==> src/rtl/dm_pkg.sv <==
// Debug-module shared definitions: DMI register map, error codes, register layouts.
package dm_pkg;

    // DMI register addresses
    localparam logic [6:0] ADDR_DATA0      = 7'h04;
    localparam logic [6:0] ADDR_DMCONTROL  = 7'h10;
    localparam logic [6:0] ADDR_DMSTATUS   = 7'h11;
    localparam logic [6:0] ADDR_ABSTRACTCS = 7'h16;
    localparam logic [6:0] ADDR_COMMAND    = 7'h17;

    // Only 32-bit register accesses are supported by the abstract command
    localparam logic [2:0] AARSIZE_32 = 3'd2;

    typedef enum logic [2:0] {
        CMDERR_NONE       = 3'd0,
        CMDERR_BUSY       = 3'd1,
        CMDERR_NOTSUP     = 3'd2,
        CMDERR_HALTRESUME = 3'd4
    } cmderr_e;

    typedef enum logic [1:0] {
        DMI_OP_NOP   = 2'd0,
        DMI_OP_READ  = 2'd1,
        DMI_OP_WRITE = 2'd2,
        DMI_OP_RSVD  = 2'd3
    } dmi_op_e;

    typedef enum logic [1:0] {
        DMI_IDLE   = 2'd0,
        DMI_ACCESS = 2'd1,
        DMI_RESP   = 2'd2
    } dmi_state_e;

    typedef enum logic [1:0] {
        AC_IDLE = 2'd0,
        AC_REQ  = 2'd1,
        AC_WAIT = 2'd2
    } ac_state_e;

    typedef struct packed {
        logic        haltreq;
        logic        resumereq;
        logic [27:0] rsvd;
        logic        ndmreset;
        logic        dmactive;
    } dmcontrol_t;

    typedef struct packed {
        logic [2:0]  rsvd3;
        logic [4:0]  progbufsize;
        logic [10:0] rsvd2;
        logic        busy;
        logic        rsvd1;
        logic [2:0]  cmderr;
        logic [3:0]  rsvd0;
        logic [3:0]  datacount;
    } abstractcs_t;

    typedef struct packed {
        logic [7:0]  cmdtype;
        logic        rsvd;
        logic [2:0]  aarsize;
        logic        aarpostincrement;
        logic        postexec;
        logic        transfer;
        logic        write;
        logic [15:0] regno;
    } command_t;

    // Assemble the read-only dmstatus word for a single hart
    function automatic logic [31:0] dmstatus_f(input logic halted, input logic running,
                                               input logic resumeack);
        logic [31:0] v;
        v        = 32'h0000_0000;
        v[3:0]   = 4'd2;
        v[7]     = 1'b1;
        v[8]     = halted;
        v[9]     = halted;
        v[10]    = running;
        v[11]    = running;
        v[16]    = resumeack;
        v[17]    = resumeack;
        return v;
    endfunction

endpackage

==> src/rtl/dm_abstract_cmd.sv <==
// Abstract register-access sequencer: issues one ar_req pulse and waits for ar_done.
module dm_abstract_cmd
    import dm_pkg::*;
(
    input  logic        clk,
    input  logic        rst,
    input  logic        clear_i,
    input  logic        start_i,
    input  logic        write_i,
    input  logic [15:0] regno_i,
    input  logic [31:0] wdata_i,
    input  logic        ar_done_i,
    output logic        ar_req_o,
    output logic        ar_write_o,
    output logic [15:0] ar_regno_o,
    output logic [31:0] ar_wdata_o,
    output logic        busy_o,
    output logic        rdata_load_o
);

    ac_state_e   state_q, state_d;
    logic        ar_req_q, ar_req_d;
    logic        write_q, write_d;
    logic [15:0] regno_q, regno_d;
    logic [31:0] wdata_q, wdata_d;

    // Next-state and request-field logic; clear_i forces the reset state
    always_comb begin
        state_d  = state_q;
        ar_req_d = 1'b0;
        write_d  = write_q;
        regno_d  = regno_q;
        wdata_d  = wdata_q;
        case (state_q)
            AC_IDLE: begin
                if (start_i) begin
                    state_d  = AC_REQ;
                    ar_req_d = 1'b1;
                    write_d  = write_i;
                    regno_d  = regno_i;
                    wdata_d  = wdata_i;
                end else begin
                    state_d  = AC_IDLE;
                end
            end
            AC_REQ: begin
                state_d = AC_WAIT;
            end
            AC_WAIT: begin
                if (ar_done_i) begin
                    state_d = AC_IDLE;
                end else begin
                    state_d = AC_WAIT;
                end
            end
            default: begin
                state_d = AC_IDLE;
            end
        endcase
        if (clear_i) begin
            state_d  = AC_IDLE;
            ar_req_d = 1'b0;
            write_d  = 1'b0;
            regno_d  = 16'h0000;
            wdata_d  = 32'h0000_0000;
        end else begin
            state_d  = state_d;
        end
    end

    // State and request registers with synchronous reset
    always_ff @(posedge clk) begin
        if (rst) begin
            state_q  <= AC_IDLE;
            ar_req_q <= 1'b0;
            write_q  <= 1'b0;
            regno_q  <= 16'h0000;
            wdata_q  <= 32'h0000_0000;
        end else begin
            state_q  <= state_d;
            ar_req_q <= ar_req_d;
            write_q  <= write_d;
            regno_q  <= regno_d;
            wdata_q  <= wdata_d;
        end
    end

    assign ar_req_o     = ar_req_q;
    assign ar_write_o   = write_q;
    assign ar_regno_o   = regno_q;
    assign ar_wdata_o   = wdata_q;
    assign busy_o       = (state_q != AC_IDLE);
    assign rdata_load_o = (state_q == AC_WAIT) && ar_done_i && !write_q && !clear_i;

endmodule

==> src/rtl/dm_dmi_responder.sv <==
// Debug-module DMI slave: register file, hart run control and abstract command launch.
module dm_dmi_responder
    import dm_pkg::*;
#(
    parameter int unsigned DATACOUNT = 1
) (
    input  logic        clk,
    input  logic        rst,
    input  logic        dmi_start,
    input  logic [1:0]  dmi_op,
    input  logic [6:0]  dmi_address,
    input  logic [31:0] dmi_data_i,
    output logic        dmi_finish,
    output logic [31:0] dmi_data_o,
    output logic        halt_req,
    output logic        resume_req,
    output logic        ndmreset,
    input  logic        hart_halted,
    input  logic        hart_running,
    output logic        ar_req,
    output logic        ar_write,
    output logic [15:0] ar_regno,
    output logic [31:0] ar_wdata,
    input  logic [31:0] ar_rdata,
    input  logic        ar_done
);

    dmi_state_e  dmi_state_q, dmi_state_d;
    dmi_op_e     op_q, op_d;
    logic [6:0]  addr_q, addr_d;
    logic [31:0] wdata_q, wdata_d;
    logic        dmi_finish_q, dmi_finish_d;
    logic [31:0] dmi_data_o_q, dmi_data_o_d;
    logic        haltreq_q, haltreq_d;
    logic        ndmreset_q, ndmreset_d;
    logic        dmactive_q, dmactive_d;
    logic        resume_req_q, resume_req_d;
    logic        resumeack_q, resumeack_d;
    logic [31:0] data0_q, data0_d;
    cmderr_e     cmderr_q, cmderr_d;

    logic        ac_start_s;
    logic        ac_clear_s;
    logic        ac_busy_s;
    logic        ac_load_s;
    logic [31:0] rdata_s;
    command_t    cmd_s;
    dmcontrol_t  dmc_w_s;
    abstractcs_t acs_s;
    logic        unused_s;

    assign cmd_s    = wdata_q;
    assign dmc_w_s  = wdata_q;
    assign unused_s = ^{dmc_w_s.rsvd, cmd_s.rsvd, cmd_s.aarpostincrement, cmd_s.postexec};

    // abstractcs read view
    always_comb begin
        acs_s             = '0;
        acs_s.datacount   = 4'(DATACOUNT);
        acs_s.cmderr      = cmderr_q;
        acs_s.busy        = ac_busy_s;
        acs_s.progbufsize = 5'd0;
    end

    // DMI FSM, register read mux and register write side effects
    always_comb begin
        dmi_state_d  = dmi_state_q;
        op_d         = op_q;
        addr_d       = addr_q;
        wdata_d      = wdata_q;
        dmi_finish_d = 1'b0;
        dmi_data_o_d = dmi_data_o_q;
        haltreq_d    = haltreq_q;
        ndmreset_d   = ndmreset_q;
        dmactive_d   = dmactive_q;
        resume_req_d = resume_req_q;
        resumeack_d  = resumeack_q;
        data0_d      = data0_q;
        cmderr_d     = cmderr_q;
        ac_start_s   = 1'b0;
        rdata_s      = 32'h0000_0000;

        // Resume handshake completes once the hart reports running
        if (resume_req_q && hart_running) begin
            resume_req_d = 1'b0;
            resumeack_d  = 1'b1;
        end else begin
            resume_req_d = resume_req_q;
        end

        // Completed abstract read lands in data0
        if (ac_load_s) begin
            data0_d = ar_rdata;
        end else begin
            data0_d = data0_q;
        end

        case (dmi_state_q)
            DMI_IDLE: begin
                if (dmi_start) begin
                    dmi_state_d = DMI_ACCESS;
                    op_d        = dmi_op_e'(dmi_op);
                    addr_d      = dmi_address;
                    wdata_d     = dmi_data_i;
                end else begin
                    dmi_state_d = DMI_IDLE;
                end
            end
            DMI_ACCESS: begin
                dmi_state_d  = DMI_RESP;
                dmi_finish_d = 1'b1;
                case (addr_q)
                    ADDR_DATA0:      rdata_s = data0_q;
                    ADDR_DMCONTROL:  rdata_s = {haltreq_q, 1'b0, 28'h0, ndmreset_q, dmactive_q};
                    ADDR_DMSTATUS:   rdata_s = dmstatus_f(hart_halted, hart_running, resumeack_q);
                    ADDR_ABSTRACTCS: rdata_s = acs_s;
                    default:         rdata_s = 32'h0000_0000;
                endcase
                if (op_q == DMI_OP_READ) begin
                    dmi_data_o_d = rdata_s;
                    if ((addr_q == ADDR_DATA0) && ac_busy_s && (cmderr_q == CMDERR_NONE)) begin
                        cmderr_d = CMDERR_BUSY;
                    end else begin
                        cmderr_d = cmderr_q;
                    end
                end else if (op_q == DMI_OP_WRITE) begin
                    case (addr_q)
                        ADDR_DATA0: begin
                            if (ac_busy_s) begin
                                if (cmderr_q == CMDERR_NONE) cmderr_d = CMDERR_BUSY;
                            end else if (dmactive_q) begin
                                data0_d = wdata_q;
                            end
                        end
                        ADDR_DMCONTROL: begin
                            dmactive_d = dmc_w_s.dmactive;
                            if (dmactive_q) begin
                                haltreq_d  = dmc_w_s.haltreq;
                                ndmreset_d = dmc_w_s.ndmreset;
                                if (dmc_w_s.resumereq && !dmc_w_s.haltreq) begin
                                    resume_req_d = 1'b1;
                                    resumeack_d  = 1'b0;
                                end
                            end
                        end
                        ADDR_ABSTRACTCS: begin
                            if (ac_busy_s) begin
                                if (cmderr_q == CMDERR_NONE) cmderr_d = CMDERR_BUSY;
                            end else begin
                                cmderr_d = cmderr_e'(cmderr_q & ~wdata_q[10:8]);
                            end
                        end
                        ADDR_COMMAND: begin
                            if (!dmactive_q) begin
                                cmderr_d = cmderr_q;
                            end else if (ac_busy_s) begin
                                if (cmderr_q == CMDERR_NONE) cmderr_d = CMDERR_BUSY;
                            end else if (cmderr_q != CMDERR_NONE) begin
                                cmderr_d = cmderr_q;
                            end else if ((cmd_s.cmdtype != 8'd0) || (cmd_s.aarsize != AARSIZE_32)) begin
                                cmderr_d = CMDERR_NOTSUP;
                            end else if (!hart_halted) begin
                                cmderr_d = CMDERR_HALTRESUME;
                            end else if (cmd_s.transfer) begin
                                ac_start_s = 1'b1;
                            end
                        end
                        default: begin
                            cmderr_d = cmderr_q;
                        end
                    endcase
                end else begin
                    dmi_data_o_d = dmi_data_o_q;
                end
            end
            DMI_RESP: begin
                dmi_state_d = DMI_IDLE;
            end
            default: begin
                dmi_state_d = DMI_IDLE;
            end
        endcase

        // Inactive debug module pins everything but dmactive at reset values
        if (!dmactive_d) begin
            haltreq_d    = 1'b0;
            ndmreset_d   = 1'b0;
            resume_req_d = 1'b0;
            resumeack_d  = 1'b0;
            data0_d      = 32'h0000_0000;
            cmderr_d     = CMDERR_NONE;
            ac_start_s   = 1'b0;
        end else begin
            dmactive_d   = 1'b1;
        end
    end

    assign ac_clear_s = !dmactive_d;

    // DMI transaction and debug register state with synchronous reset
    always_ff @(posedge clk) begin
        if (rst) begin
            dmi_state_q  <= DMI_IDLE;
            op_q         <= DMI_OP_NOP;
            addr_q       <= 7'h00;
            wdata_q      <= 32'h0000_0000;
            dmi_finish_q <= 1'b0;
            dmi_data_o_q <= 32'h0000_0000;
            haltreq_q    <= 1'b0;
            ndmreset_q   <= 1'b0;
            dmactive_q   <= 1'b0;
            resume_req_q <= 1'b0;
            resumeack_q  <= 1'b0;
            data0_q      <= 32'h0000_0000;
            cmderr_q     <= CMDERR_NONE;
        end else begin
            dmi_state_q  <= dmi_state_d;
            op_q         <= op_d;
            addr_q       <= addr_d;
            wdata_q      <= wdata_d;
            dmi_finish_q <= dmi_finish_d;
            dmi_data_o_q <= dmi_data_o_d;
            haltreq_q    <= haltreq_d;
            ndmreset_q   <= ndmreset_d;
            dmactive_q   <= dmactive_d;
            resume_req_q <= resume_req_d;
            resumeack_q  <= resumeack_d;
            data0_q      <= data0_d;
            cmderr_q     <= cmderr_d;
        end
    end

    dm_abstract_cmd u_abstract_cmd (
        .clk          (clk),
        .rst          (rst),
        .clear_i      (ac_clear_s),
        .start_i      (ac_start_s),
        .write_i      (cmd_s.write),
        .regno_i      (cmd_s.regno),
        .wdata_i      (data0_q),
        .ar_done_i    (ar_done),
        .ar_req_o     (ar_req),
        .ar_write_o   (ar_write),
        .ar_regno_o   (ar_regno),
        .ar_wdata_o   (ar_wdata),
        .busy_o       (ac_busy_s),
        .rdata_load_o (ac_load_s)
    );

    assign dmi_finish = dmi_finish_q;
    assign dmi_data_o = dmi_data_o_q;
    assign halt_req   = haltreq_q;
    assign resume_req = resume_req_q;
    assign ndmreset   = ndmreset_q;

endmodule

==> config.mk <==
export PLATFORM = sky130hd
export DESIGN_NAME = dm_dmi_responder
export DESIGN_NICKNAME = d
export VERILOG_FILES = /design/src/rtl/dm_pkg.sv /design/src/rtl/dm_abstract_cmd.sv /design/src/rtl/dm_dmi_responder.sv
export SDC_FILE = /design/constraint.sdc
export NUM_CORES = 1
export LEC_CHECK = 0
export ABC_AREA = 1
export CORE_ASPECT_RATIO = 1.2
export CORE_MARGIN = 1
export CORE_UTILIZATION = 40
export CTS_CLUSTER_SIZE = 16
export DETAILED_ROUTE_END_ITERATION = 16
export DONT_BUFFER_PORTS = 1
export SETUP_SLACK_MARGIN = 0.15
export SYNTH_ARGS = -nofsm -noshare
export SYNTH_HDL_FRONTEND = slang
export SYNTH_SLANG_ARGS = --single-unit
==> constraint.sdc <==
create_clock -name clk -period 1.9 [get_ports clk]
set_input_delay 0.38 -clock clk [delete_from_list [all_inputs] [get_ports clk]]
set_output_delay 0.38 -clock clk [all_outputs]
set_load 0.02 [all_outputs]
==> Yosys cells after proc, flatten, opt, wreduce, memory -nomap -nowiden <==
Cells that the tools add are included.
{ "word_totals": {"output_inout_bits": 86, "reg_bits": 168} }
{ "op_classes": {"reduce_logical": 26, "eq_ne": 16, "n_mux": 57, "bitwise_logic": 6} }
{ "op_table": {"columns": ["cell", "count"], "rows": [
  ["32-bit two-way mux", 7],
  ["32-bit case mux with 4 select lines", 1],
  ["1-bit two-way mux", 34],
  ["3-bit two-way mux", 11],
  ["7-bit by 5-bit == test with 1-bit output, second input constant", 4],
  ["3-bit case mux with 3 select lines", 1],
  ["8-bit AND reduction", 1],
  ["8-bit nonzero test", 1],
  ["7-bit by 3-bit == test with 1-bit output, second input constant", 1],
  ["1-bit logical AND", 7],
  ["2-bit by 1-bit == test with 1-bit output, second input constant", 3],
  ["3-bit inequality test, second input constant", 2],
  ["2-bit case mux with 3 select lines", 1],
  ["2-bit AND reduction", 3],
  ["5-bit inequality test, second input constant", 1],
  ["5-bit AND reduction", 1],
  ["2-bit == test, second input constant", 2],
  ["2-bit zero test", 2],
  ["4-bit inequality test, second input constant", 1],
  ["1-bit inverter", 4],
  ["2-bit case mux with 2 select lines", 1],
  ["2-bit nonzero test", 2],
  ["4-bit nonzero test", 1],
  ["2-bit OR reduction", 2],
  ["10 further kinds", 11]
]} }

==> Longest topological paths before layout <==
{ "logic_depth": {"ltp_word": 14, "ltp_mapped": 13, "ltp_nobuf": 13} }

==> By module <==
A second synthesis with hierarchy kept.
{ "unflattened": {"hier_cells": 1011, "hier_area_um2": 7312.0} }
{ "modules_own_cells": {"columns": ["module", "n_inst", "area_each_um2", "cells_each"], "rows": [
  ["dm_dmi_responder", 1, 4941.0, 674],
  ["dm_abstract_cmd", 1, 2371.0, 337]
]} }

==> Worst setup path before layout <==
OpenSTA, ideal clock, no wires.
{ "synth_path": {"path_kind": "flip-flop to flip-flop", "start": "reg dmi_state_q[1]", "end": "reg u_abstract_cmd.wdata_q[21], in the netlist u_abstract_cmd.ar_wdata_o[21]", "slack_ns": 0.201, "synth_period_minus_slack_ns": 1.699, "stages_incl_launch_ff": 11, "t_required_ns": 1.785, "t_arrival_ns": 1.584, "path_cell_list": "dfxtp_1 > inv_1 > nand2_1 > nor2_4 > nand2_2 > nor3_2 > nand2_1 > buf_2 > buf_2 > o21ai_1 > nor2_1"} }
{ "synth_between": {"elab_chain_len": 5, "elab_cells_between_ends": 8, "cone_classes": "1 x eq/ne; 4 x mux; 1 x bitwise; 2 x reduce/logical"} }
{ "synth_rtl": {"columns": ["item", "line_no", "rtl"], "rows": [
  ["from (decl)", "dm_dmi_responder.sv:28", "dmi_state_e dmi_state_q, dmi_state_d;"],
  ["from (signal assigned)", "dm_dmi_responder.sv:217", "dmi_state_q <= dmi_state_d;"],
  ["2-bit by 1-bit == test with 1-bit output (*)", "dm_dmi_responder.sv:98", "case (dmi_state_q)"],
  ["1-bit two-way mux", "dm_dmi_responder.sv:98", null],
  ["1-bit two-way mux", "dm_dmi_responder.sv:185", "if (!dmactive_d) begin"],
  ["1-bit inverter (no source line)", null, null],
  ["2-bit OR reduction (no source line)", null, null],
  ["to (signal assigned)", "dm_abstract_cmd.sv:84", "wdata_q <= wdata_d;"],
  ["to (decl)", "dm_abstract_cmd.sv:25", "logic [31:0] wdata_q, wdata_d;"]
]} }
Every way passes the cells marked *; elsewhere a longest branch is shown, timed or not.
A chain may end at the register's enable or synchronous reset.

==> Worst setup path after layout <==
{ "layout_path": {"start": "reg addr_q[6]", "end": "reg u_abstract_cmd.wdata_q[17], in the netlist u_abstract_cmd.ar_wdata_o[17]"} }
{ "layout_between": {"elab_chain_len": 8, "elab_cells_between_ends": 15, "cone_classes": "2 x eq/ne; 10 x mux; 1 x bitwise; 2 x reduce/logical"} }
{ "layout_rtl": {"columns": ["item", "line_no", "rtl"], "rows": [
  ["from (decl)", "dm_dmi_responder.sv:30", "logic [6:0] addr_q, addr_d;"],
  ["from (signal assigned)", "dm_dmi_responder.sv:219", "addr_q <= addr_d;"],
  ["7-bit by 5-bit == test with 1-bit output", "dm_dmi_responder.sv:127", "case (addr_q)"],
  ["1-bit two-way mux", "dm_dmi_responder.sv:127", null],
  ["1-bit two-way mux", "dm_dmi_responder.sv:126", "end else if (op_q == DMI_OP_WRITE) begin"],
  ["1-bit two-way mux", "dm_dmi_responder.sv:119", "if (op_q == DMI_OP_READ) begin"],
  ["1-bit two-way mux", "dm_dmi_responder.sv:98", null],
  ["1-bit two-way mux", "dm_dmi_responder.sv:185", null],
  ["1-bit inverter (no source line)", null, null],
  ["2-bit OR reduction (no source line)", null, null]
]} }
Several ways; a longest one is shown, not always the timed one.

==> flow_metrics.tcl <==
set metrics [dict create \
    worst_path_dominant_cell_family "simple AND/OR/NAND/NOR gates" \
    grt_pass1_vias 6110 \
    critPathRequiredTime_ps 2220 \
    finalMaxSlewViolations 0 \
    finalClockSkew_ps 8.637 \
    num_antenna_cells 0 \
    count_of_flip_flops_with_a_built_in_enable_after_synthesis 0 \
    design.portCount 165 \
    status "complete, no violations" \
    tightestPinTransition_ps 430.6 \
    vdd.ir_drop.worst_v 0.0006232 \
    slew-limit-headroom_pct 71.26 \
    totalWireLength_mm 22.17 \
    finalHoldViolations 0 \
    layout.cell_area.non_filler_mm2 0.008413 \
    share_of_final_layout_standard_cells_stronger_than_drive_strength_1_pct 14.03 \
    floorplan.initialDensity_pct 41.34 \
    path_cells "inv_2 > nand2_2 > nor2_4 > nand2_4 > nor2_8 > nand3_4 > nand3_4 > clkinv_8 > clkbuf_16 > o21ai_1 > nor2_1" \
    post_synth.cell_area_avg_um2 7.203 \
    period_share_pct 90.72 \
    input_output_buffers 0 \
    numClockSinks 167 \
    layout_min_cycle_time_ps 1724 \
    syn-instance-count 982 \
    synth.yosys.warnings 0 \
    worstPathArrival_ps 2040 \
    synth_async_sr_flop_share_pct 0 \
    synth.ff_latch_count 167 \
    cts_root_buf "sky130_fd_sc_hd__clkbuf_16" \
    crit_end_category "flop" \
    wire_length_of_the_first_global_routing_pass_mm 33.18 \
    crit_path_frequent_cell "sky130_fd_sc_hd__nand3_4" \
    cts_tree "done" \
    placement.cell_area_mm2 0.007396 \
    vias_per_cell 5.372 \
    whs_ps 14.80 \
    clk_pin_slew_ps 60 \
    antenna_violating_nets_post_route 0 \
    crit_path_max_delay_cell_type "sky130_fd_sc_hd__dfxtp_2" \
    route.detailed.wl_per_inst_um 18.26 \
    syn_area_mm2 0.007073 \
    first_iter_violations 525 \
    drcViolationCount 0 \
    hold_path_class "primary input to flop" \
    postLayoutCoreUtil_pct 49.17 \
    timing.critical_path.fanout_max 8 \
    die_area_mm2 0.01822 \
    htreeDepth 4 \
    cts.path.max_buffers 2 \
    num-nets-final 1064 \
    synth_cell_type_count 32 \
    crit_path_buf_inv_count 3 \
    cellPowerDensity_mw_per_mm2 899.5 \
    grt_util_all_layers_pct 23.82 \
    rsz_0062_raised_after_global_routing "true" \
    vias 6522 \
    die_width_um 123.4 \
    core_area_mm2 0.01711 \
    total_leakage_power_nw 3.431 \
    std_cell_rows 52 \
    max-cap-violations 0 \
    achievable-frequency_ghz 0.5802 \
    final-setup-viol-count 0 \
    hpwlAfterDp_mm 15.10 \
    finalWeightedCongestion 0.9415 \
    startpoint_type "flop" \
    area_growth_pct 18.95 \
    remaining_overflow_grt 0 \
    grt_max_degree 52 \
    overall_power_mw 7.568 \
    synth_ff_type "sky130_fd_sc_hd__dfxtp_1" \
    synth.yosys.seq_area_share_pct 47.27 \
    critical-path-max-stage-delay_ps 330 \
    worst_skew_pair.late_latency_ps 430 \
    syn-num-nets 1061 \
    cts-buffers-inserted 17 \
    tns_ps 0 \
    die_height_um 147.7 \
    first_pass_iters 5 \
    grt_antenna_before_repair 0 \
    setup.worst_path.class "flop to flop" \
]
## flip-flops by register name (all words and copies together), names as in the netlist, 2 cells and up
signal and count:
u_abstract_cmd.ar_regno_o 16, dmi_data_o 32, u_abstract_cmd.ar_wdata_o 32, addr_q 7, u_abstract_cmd.state_q 2, cmd_s 32
data0_q 32, dmi_state_q 2, cmderr_q 3, op_q 2
## cells in the final DEF (no fill, tap or decap), types with 4 or more instances in the layout
| master | instances |
|---|---|
| sky130_fd_sc_hd__nand2_1 | 165 |
| sky130_fd_sc_hd__dfxtp_1 | 164 |
| sky130_fd_sc_hd__a21oi_1 | 143 |
| sky130_fd_sc_hd__nor2_1 | 110 |
| sky130_fd_sc_hd__inv_1 | 87 |
| sky130_fd_sc_hd__o21ai_0 | 74 |
| sky130_fd_sc_hd__nand3_1 | 49 |
| sky130_fd_sc_hd__nand4_1 | 33 |
| sky130_fd_sc_hd__buf_4 | 29 |
| sky130_fd_sc_hd__o21ai_1 | 23 |
| sky130_fd_sc_hd__o21ai_2 | 21 |
| sky130_fd_sc_hd__clkbuf_16 | 21 |
| sky130_fd_sc_hd__nor2_4 | 9 |
| sky130_fd_sc_hd__buf_12 | 8 |
| sky130_fd_sc_hd__nand2_2 | 5 |
| sky130_fd_sc_hd__buf_6 | 4 |
## cells by family after synthesis
group | after synthesis | synth area share, %
buf+inv | 159 | 9.199
flops | 167 | 47.27
simple gates | 391 | 24.66
compound gates | 265 | 18.88
## repair_timing
item,4_1_cts,5_1_grt
gates resized for setup,8,74
setup buffers,2,8
endpoints found under the hold margin,3,1
setup endpoints to repair,79,88
pin swaps,1,5
gates cloned,0,7
hold buffers,1,1
## synth_stat cells (2+ instances only)
master / number / share of area (%)
sky130_fd_sc_hd__a21oi_1: 144 / 10
sky130_fd_sc_hd__buf_1: 5 / 0.27
sky130_fd_sc_hd__buf_2: 16 / 1.1
sky130_fd_sc_hd__buf_4: 5 / 0.53
sky130_fd_sc_hd__buf_6: 2 / 0.32
sky130_fd_sc_hd__clkbuf_1: 38 / 2.0
sky130_fd_sc_hd__dfxtp_1: 167 / 47
sky130_fd_sc_hd__inv_1: 88 / 4.7
sky130_fd_sc_hd__inv_2: 4 / 0.21
sky130_fd_sc_hd__nand2_1: 168 / 8.9
sky130_fd_sc_hd__nand2_2: 4 / 0.35
sky130_fd_sc_hd__nand3_1: 52 / 3.7
sky130_fd_sc_hd__nand3_4: 2 / 0.50
sky130_fd_sc_hd__nand3b_1: 2 / 0.21
sky130_fd_sc_hd__nand4_1: 33 / 2.9
sky130_fd_sc_hd__nor2_1: 117 / 6.2
sky130_fd_sc_hd__nor2_4: 4 / 0.64
sky130_fd_sc_hd__o21ai_0: 100 / 7.1
sky130_fd_sc_hd__o21ai_1: 18 / 1.3
## path summary, 6_finish.rpt
kind	from	to	slack [ps]	cells after the start
hold reg to reg	cmd_s[31]	halt_req	460	2
setup / recovery	addr_q[6]	u_abstract_cmd.ar_wdata_o[17]	180	11
setup reg to reg	addr_q[6]	u_abstract_cmd.ar_wdata_o[17]	180	11
hold / removal	rst	dmi_data_o[9]	10	1
## per-layer routing
| metal | track usage, % | vias up | routed length (um) |
|---|---|---|---|
| met3 | 6.752 | 35 | 1652 |
| met5 | 0 | - | 0 |
| met1 | 30.69 | 3016 | 9441 |
| met4 | 7.711 | 0 | 433 |
| li1 | - | 3239 | - |
| met2 | 38.07 | 232 | 10640 |
## cell type report
class                   instances  area (um2)
fillers                      1749        8698
multi-input cells             656        3256
repair buffers                 50       588.1
inverters                      93       364.1
well taps                     216       270.3
clock buffers                  19       442.9
clock inverters                13       145.1
flip-flops and latches        167        3347
## power breakdown
part           switching [mW]  leakage [nW]  internal (mW)
Combinational           0.277          1.79          0.134
Clock                    1.51         0.286           1.99
Sequential             0.0722          1.36           3.59
Total                    1.86          3.43           5.71
## metrics by stage
stage / cells / worst slack (ps)
after global placement: 1163 / 107.3
after floorplan: 982 / 201.2
after CTS: 1198 / 117.2
after detailed placement: 1163 / 79.60
after global routing: 1214 / 67.22
final: 1214 / 176.4
(Power assumes the default switching activity.)
